File: src/rtl/axi_ddr_rw_arbiter_if.sv
// axi_ddr_rw_arbiter_if: write/read request, completion and DDR command bundle around axi_ddr_rw_arbiter
interface axi_ddr_rw_arbiter_if #(
    parameter int ADDR_W = 32,
    parameter int DATA_W = 32,
    parameter int ID_W   = 4
);
    logic              wr_req_valid;
    logic              wr_req_ready;
    logic [ADDR_W-1:0] wr_addr;
    logic [DATA_W-1:0] wr_data;
    logic [ID_W-1:0]   wr_id;
    logic              wr_done_valid;
    logic [ID_W-1:0]   wr_done_id;
    logic              rd_req_valid;
    logic              rd_req_ready;
    logic [ADDR_W-1:0] rd_addr;
    logic [ID_W-1:0]   rd_id;
    logic              rd_rsp_valid;
    logic [DATA_W-1:0] rd_rsp_data;
    logic [ID_W-1:0]   rd_rsp_id;
    logic              ddr_cmd_valid;
    logic [ADDR_W-1:0] ddr_logical_addr;
    logic [DATA_W-1:0] ddr_pwdata;
    logic              ddr_pwrite;
    logic [DATA_W-1:0] ddr_prdata;

    modport slave (
        input  wr_req_valid, wr_addr, wr_data, wr_id,
        input  rd_req_valid, rd_addr, rd_id, ddr_prdata,
        output wr_req_ready, wr_done_valid, wr_done_id,
        output rd_req_ready, rd_rsp_valid, rd_rsp_data, rd_rsp_id,
        output ddr_cmd_valid, ddr_logical_addr, ddr_pwdata, ddr_pwrite
    );

    modport master (
        output wr_req_valid, wr_addr, wr_data, wr_id,
        output rd_req_valid, rd_addr, rd_id, ddr_prdata,
        input  wr_req_ready, wr_done_valid, wr_done_id,
        input  rd_req_ready, rd_rsp_valid, rd_rsp_data, rd_rsp_id,
        input  ddr_cmd_valid, ddr_logical_addr, ddr_pwdata, ddr_pwrite
    );
endinterface

File: src/rtl/axi_ddr_rw_arbiter.sv
// axi_ddr_rw_arbiter: shares the ddrcntrl command port between write and read paths, one op at a time
// Define ARB_STARVE_GUARD_EN for write priority with a forced read grant after MAX_GRANTS writes;
// otherwise both-valid requests alternate round robin.
module axi_ddr_rw_arbiter #(
    parameter int ADDR_W     = 32,
    parameter int DATA_W     = 32,
    parameter int ID_W       = 4,
    parameter int RD_LAT     = 2,
    parameter int MAX_GRANTS = 4
) (
    input logic                  aclk,
    input logic                  aresetn,
    axi_ddr_rw_arbiter_if.slave  bus
);
    localparam logic [1:0] IDLE     = 2'd0;
    localparam logic [1:0] WR_ISSUE = 2'd1;
    localparam logic [1:0] RD_ISSUE = 2'd2;
    localparam logic [1:0] RD_WAIT  = 2'd3;

    if (RD_LAT < 1 || RD_LAT > 15 || MAX_GRANTS < 1) begin : g_param_check
        $error("axi_ddr_rw_arbiter: RD_LAT must be 1..15 and MAX_GRANTS at least 1");
    end

    logic [1:0]      state;
    logic            last_rd;
    logic [3:0]      wait_cnt;
    logic [ID_W-1:0] op_id;
    logic            idle;
    logic            pick_rd;
    logic            grant_wr;
    logic            grant_rd;

`ifdef ARB_STARVE_GUARD_EN
    localparam int GC_W = $clog2(MAX_GRANTS + 1);
    logic [GC_W-1:0] grant_cnt;

    assign pick_rd = grant_cnt == GC_W'(MAX_GRANTS);

    // count write grants that bypassed a waiting read; any read grant clears it
    always_ff @(posedge aclk) begin
        if (aresetn)
            grant_cnt <= '0;
        else if (grant_rd)
            grant_cnt <= '0;
        else if (grant_wr && bus.rd_req_valid && grant_cnt != GC_W'(MAX_GRANTS))
            grant_cnt <= grant_cnt + 1'b1;
    end
`else
    assign pick_rd = !last_rd;
`endif

    assign idle             = state == IDLE && !aresetn;
    assign grant_wr         = idle && bus.wr_req_valid && (!bus.rd_req_valid || !pick_rd);
    assign grant_rd         = idle && bus.rd_req_valid && (!bus.wr_req_valid || pick_rd);
    assign bus.wr_req_ready = grant_wr;
    assign bus.rd_req_ready = grant_rd;

    // request FSM: accept in IDLE, strobe the DDR command, then pulse the completion
    always_ff @(posedge aclk) begin
        if (aresetn) begin
            state                <= IDLE;
            last_rd              <= 1'b1;
            wait_cnt             <= '0;
            op_id                <= '0;
            bus.ddr_cmd_valid    <= 1'b0;
            bus.ddr_logical_addr <= '0;
            bus.ddr_pwdata       <= '0;
            bus.ddr_pwrite       <= 1'b0;
            bus.wr_done_valid    <= 1'b0;
            bus.wr_done_id       <= '0;
            bus.rd_rsp_valid     <= 1'b0;
            bus.rd_rsp_data      <= '0;
            bus.rd_rsp_id        <= '0;
        end else begin
            bus.ddr_cmd_valid <= 1'b0;
            bus.wr_done_valid <= 1'b0;
            bus.rd_rsp_valid  <= 1'b0;
            case (state)
                IDLE: begin
                    if (grant_wr) begin
                        state                <= WR_ISSUE;
                        last_rd              <= 1'b0;
                        op_id                <= bus.wr_id;
                        bus.ddr_cmd_valid    <= 1'b1;
                        bus.ddr_pwrite       <= 1'b1;
                        bus.ddr_logical_addr <= bus.wr_addr;
                        bus.ddr_pwdata       <= bus.wr_data;
                    end else if (grant_rd) begin
                        state                <= RD_ISSUE;
                        last_rd              <= 1'b1;
                        op_id                <= bus.rd_id;
                        bus.ddr_cmd_valid    <= 1'b1;
                        bus.ddr_pwrite       <= 1'b0;
                        bus.ddr_logical_addr <= bus.rd_addr;
                        bus.ddr_pwdata       <= '0;
                    end
                end
                WR_ISSUE: begin
                    state             <= IDLE;
                    bus.wr_done_valid <= 1'b1;
                    bus.wr_done_id    <= op_id;
                end
                RD_ISSUE: begin
                    state    <= RD_WAIT;
                    wait_cnt <= 4'd1;
                end
                RD_WAIT: begin
                    if (wait_cnt == 4'(RD_LAT)) begin
                        state            <= IDLE;
                        wait_cnt         <= '0;
                        bus.rd_rsp_valid <= 1'b1;
                        bus.rd_rsp_data  <= bus.ddr_prdata;
                        bus.rd_rsp_id    <= op_id;
                    end else begin
                        wait_cnt <= wait_cnt + 4'd1;
                    end
                end
                default: state <= IDLE;
            endcase
        end
    end
endmodule

File: src/flat_wrapper.sv
// flat-port wrapper written by rule: the top's interface ports become plain ports
module axi_ddr_rw_arbiter_flat 
#(
    parameter int ADDR_W     = 32,
    parameter int DATA_W     = 32,
    parameter int ID_W       = 4,
    parameter int RD_LAT     = 2,
    parameter int MAX_GRANTS = 4
)
  (aclk, aresetn, bus_wr_req_valid, bus_wr_addr, bus_wr_data, bus_wr_id, bus_rd_req_valid, bus_rd_addr, bus_rd_id, bus_ddr_prdata, bus_wr_req_ready, bus_wr_done_valid, bus_wr_done_id, bus_rd_req_ready, bus_rd_rsp_valid, bus_rd_rsp_data, bus_rd_rsp_id, bus_ddr_cmd_valid, bus_ddr_logical_addr, bus_ddr_pwdata, bus_ddr_pwrite);
  axi_ddr_rw_arbiter_if #(.ADDR_W(ADDR_W), .DATA_W(DATA_W), .ID_W(ID_W)) bus_i ();
  input logic aclk;
  input logic aresetn;
  input wire logic [$bits(bus_i.wr_req_valid)-1:0] bus_wr_req_valid;
  input wire logic [$bits(bus_i.wr_addr)-1:0] bus_wr_addr;
  input wire logic [$bits(bus_i.wr_data)-1:0] bus_wr_data;
  input wire logic [$bits(bus_i.wr_id)-1:0] bus_wr_id;
  input wire logic [$bits(bus_i.rd_req_valid)-1:0] bus_rd_req_valid;
  input wire logic [$bits(bus_i.rd_addr)-1:0] bus_rd_addr;
  input wire logic [$bits(bus_i.rd_id)-1:0] bus_rd_id;
  input wire logic [$bits(bus_i.ddr_prdata)-1:0] bus_ddr_prdata;
  output wire logic [$bits(bus_i.wr_req_ready)-1:0] bus_wr_req_ready;
  output wire logic [$bits(bus_i.wr_done_valid)-1:0] bus_wr_done_valid;
  output wire logic [$bits(bus_i.wr_done_id)-1:0] bus_wr_done_id;
  output wire logic [$bits(bus_i.rd_req_ready)-1:0] bus_rd_req_ready;
  output wire logic [$bits(bus_i.rd_rsp_valid)-1:0] bus_rd_rsp_valid;
  output wire logic [$bits(bus_i.rd_rsp_data)-1:0] bus_rd_rsp_data;
  output wire logic [$bits(bus_i.rd_rsp_id)-1:0] bus_rd_rsp_id;
  output wire logic [$bits(bus_i.ddr_cmd_valid)-1:0] bus_ddr_cmd_valid;
  output wire logic [$bits(bus_i.ddr_logical_addr)-1:0] bus_ddr_logical_addr;
  output wire logic [$bits(bus_i.ddr_pwdata)-1:0] bus_ddr_pwdata;
  output wire logic [$bits(bus_i.ddr_pwrite)-1:0] bus_ddr_pwrite;
  assign bus_i.wr_req_valid = bus_wr_req_valid;
  assign bus_i.wr_addr = bus_wr_addr;
  assign bus_i.wr_data = bus_wr_data;
  assign bus_i.wr_id = bus_wr_id;
  assign bus_i.rd_req_valid = bus_rd_req_valid;
  assign bus_i.rd_addr = bus_rd_addr;
  assign bus_i.rd_id = bus_rd_id;
  assign bus_i.ddr_prdata = bus_ddr_prdata;
  assign bus_wr_req_ready = bus_i.wr_req_ready;
  assign bus_wr_done_valid = bus_i.wr_done_valid;
  assign bus_wr_done_id = bus_i.wr_done_id;
  assign bus_rd_req_ready = bus_i.rd_req_ready;
  assign bus_rd_rsp_valid = bus_i.rd_rsp_valid;
  assign bus_rd_rsp_data = bus_i.rd_rsp_data;
  assign bus_rd_rsp_id = bus_i.rd_rsp_id;
  assign bus_ddr_cmd_valid = bus_i.ddr_cmd_valid;
  assign bus_ddr_logical_addr = bus_i.ddr_logical_addr;
  assign bus_ddr_pwdata = bus_i.ddr_pwdata;
  assign bus_ddr_pwrite = bus_i.ddr_pwrite;
  axi_ddr_rw_arbiter #(.ADDR_W(ADDR_W), .DATA_W(DATA_W), .ID_W(ID_W), .RD_LAT(RD_LAT), .MAX_GRANTS(MAX_GRANTS)) u_core (.aclk(aclk), .aresetn(aresetn), .bus(bus_i));
endmodule
File: config.mk
export PLATFORM = sky130hd
export DESIGN_NAME = axi_ddr_rw_arbiter_flat
export DESIGN_NICKNAME = d
export VERILOG_FILES = /design/src/rtl/axi_ddr_rw_arbiter_if.sv /design/src/rtl/axi_ddr_rw_arbiter.sv /design/src/flat_wrapper.sv
export SDC_FILE = /design/constraint.sdc
export NUM_CORES = 1
export LEC_CHECK = 0
export CAP_MARGIN = 20
export CORE_AREA = 2 2 115 117
export DETAILED_ROUTE_END_ITERATION = 12
export DIE_AREA = 0 0 117 119
export MAX_ROUTING_LAYER = met4
export PLACE_DENSITY = 0.79
export SLEW_MARGIN = 20
export SYNTH_ARGS = -nofsm -noshare
export SYNTH_HDL_FRONTEND = slang
export SYNTH_SLANG_ARGS = --single-unit
File: constraint.sdc
create_clock -name aclk -period 3.7 [get_ports aclk]
set_input_delay 0.555 -clock aclk [delete_from_list [all_inputs] [get_ports aclk]]
set_output_delay 0.555 -clock aclk [all_outputs]
set_load 0.01 [all_outputs]
# Yosys cells after proc, flatten, opt, wreduce, memory -nomap -nowiden
# Cells that the tools add are included.
[word_totals] elab_cells=61 output_inout_bits=110 reg_bits=119 in_bits=140
[op_classes] n_reduce_logical=19 eq_ne=6 n_mux=20 add_sub_neg=1 bitwise_logic=2
[op_table] op="32-bit two-way mux" n=4
[op_table] op="4-bit two-way mux" n=3
[op_table] op="1-bit two-way mux" n=8
[op_table] op="2-bit case mux with 4 select lines" n=1
[op_table] op="4-bit case mux with 2 select lines" n=1
[op_table] op="2-bit two-way mux" n=3
[op_table] op="2-bit AND reduction" n=3
[op_table] op="1-bit logical AND" n=5
[op_table] op="4-bit by 1-bit adder with 4-bit output, second input constant" n=1
[op_table] op="2-bit equality test, second input constant" n=2
[op_table] op="4-bit by 2-bit equality test with 1-bit output, second input constant" n=1
[op_table] op="1-bit zero test" n=4
[op_table] op="2-bit nonzero test" n=2
[op_table] op="2-bit OR reduction" n=2
[op_table] op="3-bit inequality test, second input constant" n=1
[op_table] op="2-bit by 1-bit equality test with 1-bit output, second input constant" n=1
[op_table] op="2-bit zero test" n=1
[op_table] op="1-bit logical OR" n=2
[op_table] op="2-bit by 1-bit inequality test with 1-bit output, second input constant" n=1
[op_table] op="1-bit inverter" n=2

# Logic depth before layout (Yosys ltp)
[depth] depth_word=7 mapped_depth=7 ltp_nobuf=5

# Worst setup path before layout
# No wires, ideal clock.
[synth_path] path_kind="input to output" start="input port aresetn" end="output port bus_rd_req_ready" slack_ns=1.619 cell_stages=5 arrival_ns=1.526 required_time_ns=3.145 n_path_buf=2 path_cell_list="clkbuf_1 > nor3_2 > clkbuf_1 > nand3_1 > inv_1"
[synth_via] elab_chain_cells=4
[synth_rtl] element="from (decl)" line_no="flat_wrapper.sv:13" source="input logic aresetn;"
[synth_rtl] element="1-bit zero test" line_no="axi_ddr_rw_arbiter.sv:52" source="assign idle = state == IDLE && !aresetn;"
[synth_rtl] element="1-bit logical AND" line_no="axi_ddr_rw_arbiter.sv:52"
[synth_rtl] element="1-bit logical AND (2 in a row)" line_no="axi_ddr_rw_arbiter.sv:54" source="assign grant_rd = idle && bus.rd_req_valid && (!bus.wr_req_valid || pick_rd);"
[synth_rtl] element="to (decl)" line_no="flat_wrapper.sv:25" source="output wire logic [$bits(bus_i.rd_req_ready)-1:0] bus_rd_req_ready;"
# No other way between the ends.

# Final worst setup path
[layout_path] start="input port bus_wr_req_valid" end="output port bus_wr_req_ready"
[layout_via] elab_chain_cells=2
[layout_rtl] element="from (decl)" line_no="flat_wrapper.sv:14" source="input wire logic [$bits(bus_i.wr_req_valid)-1:0] bus_wr_req_valid;"
[layout_rtl] element="1-bit logical AND (2 in a row)" line_no="axi_ddr_rw_arbiter.sv:53" source="assign grant_wr = idle && bus.wr_req_valid && (!bus.rd_req_valid || !pick_rd);"
[layout_rtl] element="to (decl)" line_no="flat_wrapper.sv:22" source="output wire logic [$bits(bus_i.wr_req_ready)-1:0] bus_wr_req_ready;"
# No other way between the ends.

==> run metrics <==
status complete, no violations; final setup violating endpoints 0; DIE WIDTH 117 um; DRT iter0 DRCs 438; Yosys reg bits 119; gr usage total 23.92%; post-CTS setup buffers 0; TritonCTS clock tree done; CTS root buf clkbuf_16; Final Skew between 0.006 and 0.007 ns; fill count about 1,000; Max Cap Viol 0; DP Area 7440 um2; final hold vios 0; Final Max Tran Viols 0; crit start category input port; Vias/cell 5.739; Placed Cells incl. Taps 882; most common cell in the synthesized netlist dfxtp_1; Fmax achieved 382.0 MHz; Synth Instances 519; Worst EP arrival a little over 2 ns; Post-Route WL 16.64 mm; largest cells by area after synthesis dfxtp_1 (48%), nand4_1 (8.5%), a21oi_1 (7.3%); Syn Area/Cell 9.595 um2; Worst VDD drop between 200 and 300 uV; top post-synthesis cells by count dfxtp_1 (119), a21oi_1 (73), nand4_1 (68); Area growth, synth to finish 62.59%; worst path required time around 3.1 ns; initial antenna violation count 0; multi-input logic area 2266 um2; post-route insts no fill 914; CP max FO 40; # port buffers about 250; clk_lat worst skew about 0.41 ns; Slew headroom 41.37%; DRC violations left 0; sequential share of the synthesized area 47.84%; clock-pin transition on the worst setup and hold timing paths 0.05 ns; Worst-Margin Slew about 0.9 ns; hold_buf cts 0; # H-tree levels 4; CTS max path bufs 2; clk sinks 119; Detailed Routing Iterations Pass 1 4; Core Rows 42; Leakage about 2.8 nW; I/O pin cnt between 200 and 300; Routed WL per cell 18.20 um; post-synth top area share 47.84%; RSZ-0062 raised after global routing no; power density cells 471.5 nW/um2; Die Area between 10,000 and 15,000 um2; die height 119 um; Reg area 2382 um2; Ant. Diodes 0; CTS buffer count 17; Setup TNS 0 ns; gpl congestion 0.8434; crit path kind in -> out; post-route cell area 8097 um2; vias in the first global route 4,966; largest net degree at the start of global routing 70; Post-synth EDFFs 0; total grt overflow 0; Synthesized Nets 661; first-pass GRT wire length 25.68 mm; Period minus WS final 2.618 ns; post-synth top area cell dfxtp_1; share of post-route cells with drive strength above 1 9.621%; fin util a little over three fifths; Distinct cells, synth 34; asr flop ratio synth 0%; post-DP HPWL approximately 11 mm; Final nets 867; Synth Warn # 0; starting density of the core 38.68%; period utilization 70.75%; Min-Delay Path Class reg -> reg; DR vias 5,245; crit end category primary output; core footprint 12,870 um2; Mapped Area between 4000 and 5000 um2; Antenna Nets Post-Route 0; CTS resizes 0; ys flop type dfxtp_1
==> per-stage QoR <==
| step | hold WS [ns] | power [mW] | setup slack, ns |
|---|---|---|---|
| 2_1_floorplan | 0.4473 | 1.710 | 1.619 |
| 5_1_grt | 0.4867 | 3.959 | 0.9360 |
| 3_5_place_dp | 0.4421 | 2.035 | 0.8424 |
| 4_1_cts | 0.4549 | 3.843 | 1.109 |
| 3_3_place_gp | 0.4405 | 2.018 | 1.007 |
| 6_report | 0.4494 | 3.818 | 1.082 |
==> area by class of cell <==
cell class / instances / share of cell area [%]
inverters: 7 / 0.3245
well taps: 176 / 2.720
flip-flops and latches: 119 / 29.42
clock buffers: 17 / 5.254
repair buffers: 258 / 31.49
clock inverters: 15 / 2.797
multi-input cells: 322 / 27.99
==> path summary, 6_finish.rpt <==
check / start / to / slack, ns / depth (start not counted)
setup reg to reg: u_core.state[1] / u_core.op_id[1] / 1.28 / 3
hold / removal: u_core.bus.ddr_pwrite / u_core.bus.ddr_pwrite / 0.45 / 1
hold reg to reg: u_core.bus.ddr_pwrite / u_core.bus.ddr_pwrite / 0.45 / 1
setup / recovery: bus_wr_req_valid / bus_wr_req_ready / 1.08 / 4
==> report_power, final <==
group | total, mW | internal, mW | leakage [nW] | switching [mW]
registers | 1.39 | 1.35 | 0.970 | 0.0455
logic | 0.619 | 0.314 | 1.53 | 0.305
clock network | 1.80 | 1.20 | 0.310 | 0.607
total | 3.82 | 2.86 | 2.81 | 0.957
==> worst max-delay path: stages <==
cell and delay (ns):
buf_2 0.58, nand3_1 0.20, inv_1 0.15, clkdlybuf4s50_1 0.57
==> sequential cells by signal, summed over array words and instances (netlist names) <==
signal / cells
u_core.bus.ddr_cmd_valid: 1
u_core.bus.ddr_logical_addr: 32
u_core.bus.ddr_pwdata: 32
u_core.bus.ddr_pwrite: 1
u_core.bus.rd_rsp_data: 32
u_core.bus.rd_rsp_id: 4
u_core.bus.rd_rsp_valid: 1
u_core.bus.wr_done_id: 4
u_core.bus.wr_done_valid: 1
u_core.last_rd: 1
u_core.op_id: 4
u_core.state: 2
u_core.wait_cnt: 4
==> logic make-up (layout without fill, tap and decap cells) <==
family,Yosys count,in the layout,share of synthesized area (%)
AND/OR/NAND/NOR,96,96,12.04
adder cells (fa/ha/maj),2,2,0.5024
multiplexers,4,4,0.8041
flip-flops,119,119,47.84
AO/OA/AOI/OAI,220,220,31.56
buffers and inverters,78,297,7.261
==> layer usage <==
layer,vias to the layer above,GRT usage (%),share of wire [%]
met3,30,6.921,8.3
met2,260,36.78,47
met1,2503,29.89,43
met5,-,-,0
met4,0,8.603,1.9
li1,2452,-,-
==> cell usage in the layout, fill, tap and decap left out, types with 2 or more instances in the layout <==
cell / count
a311oi_1: 36
nor3_4: 2
a22o_1: 36
nor2_1: 6
a31oi_1: 2
inv_1: 6
o31ai_2: 18
nand4_1: 68
clkinvlp_4: 3
buf_2: 2
a21oi_1: 73
nor2b_1: 2
o21ai_0: 33
buf_4: 9
dfxtp_1: 119
nand3_1: 4
o31ai_1: 18
inv_6: 2
clkbuf_16: 17
bufinv_16: 5
mux2i_1: 4
clkinv_4: 3
clkinv_2: 2
ha_1: 2
clkdlybuf4s50_1: 247
nor2_4: 2
nand2_1: 3
No activity file was read; power rests on OpenSTA's default activity.
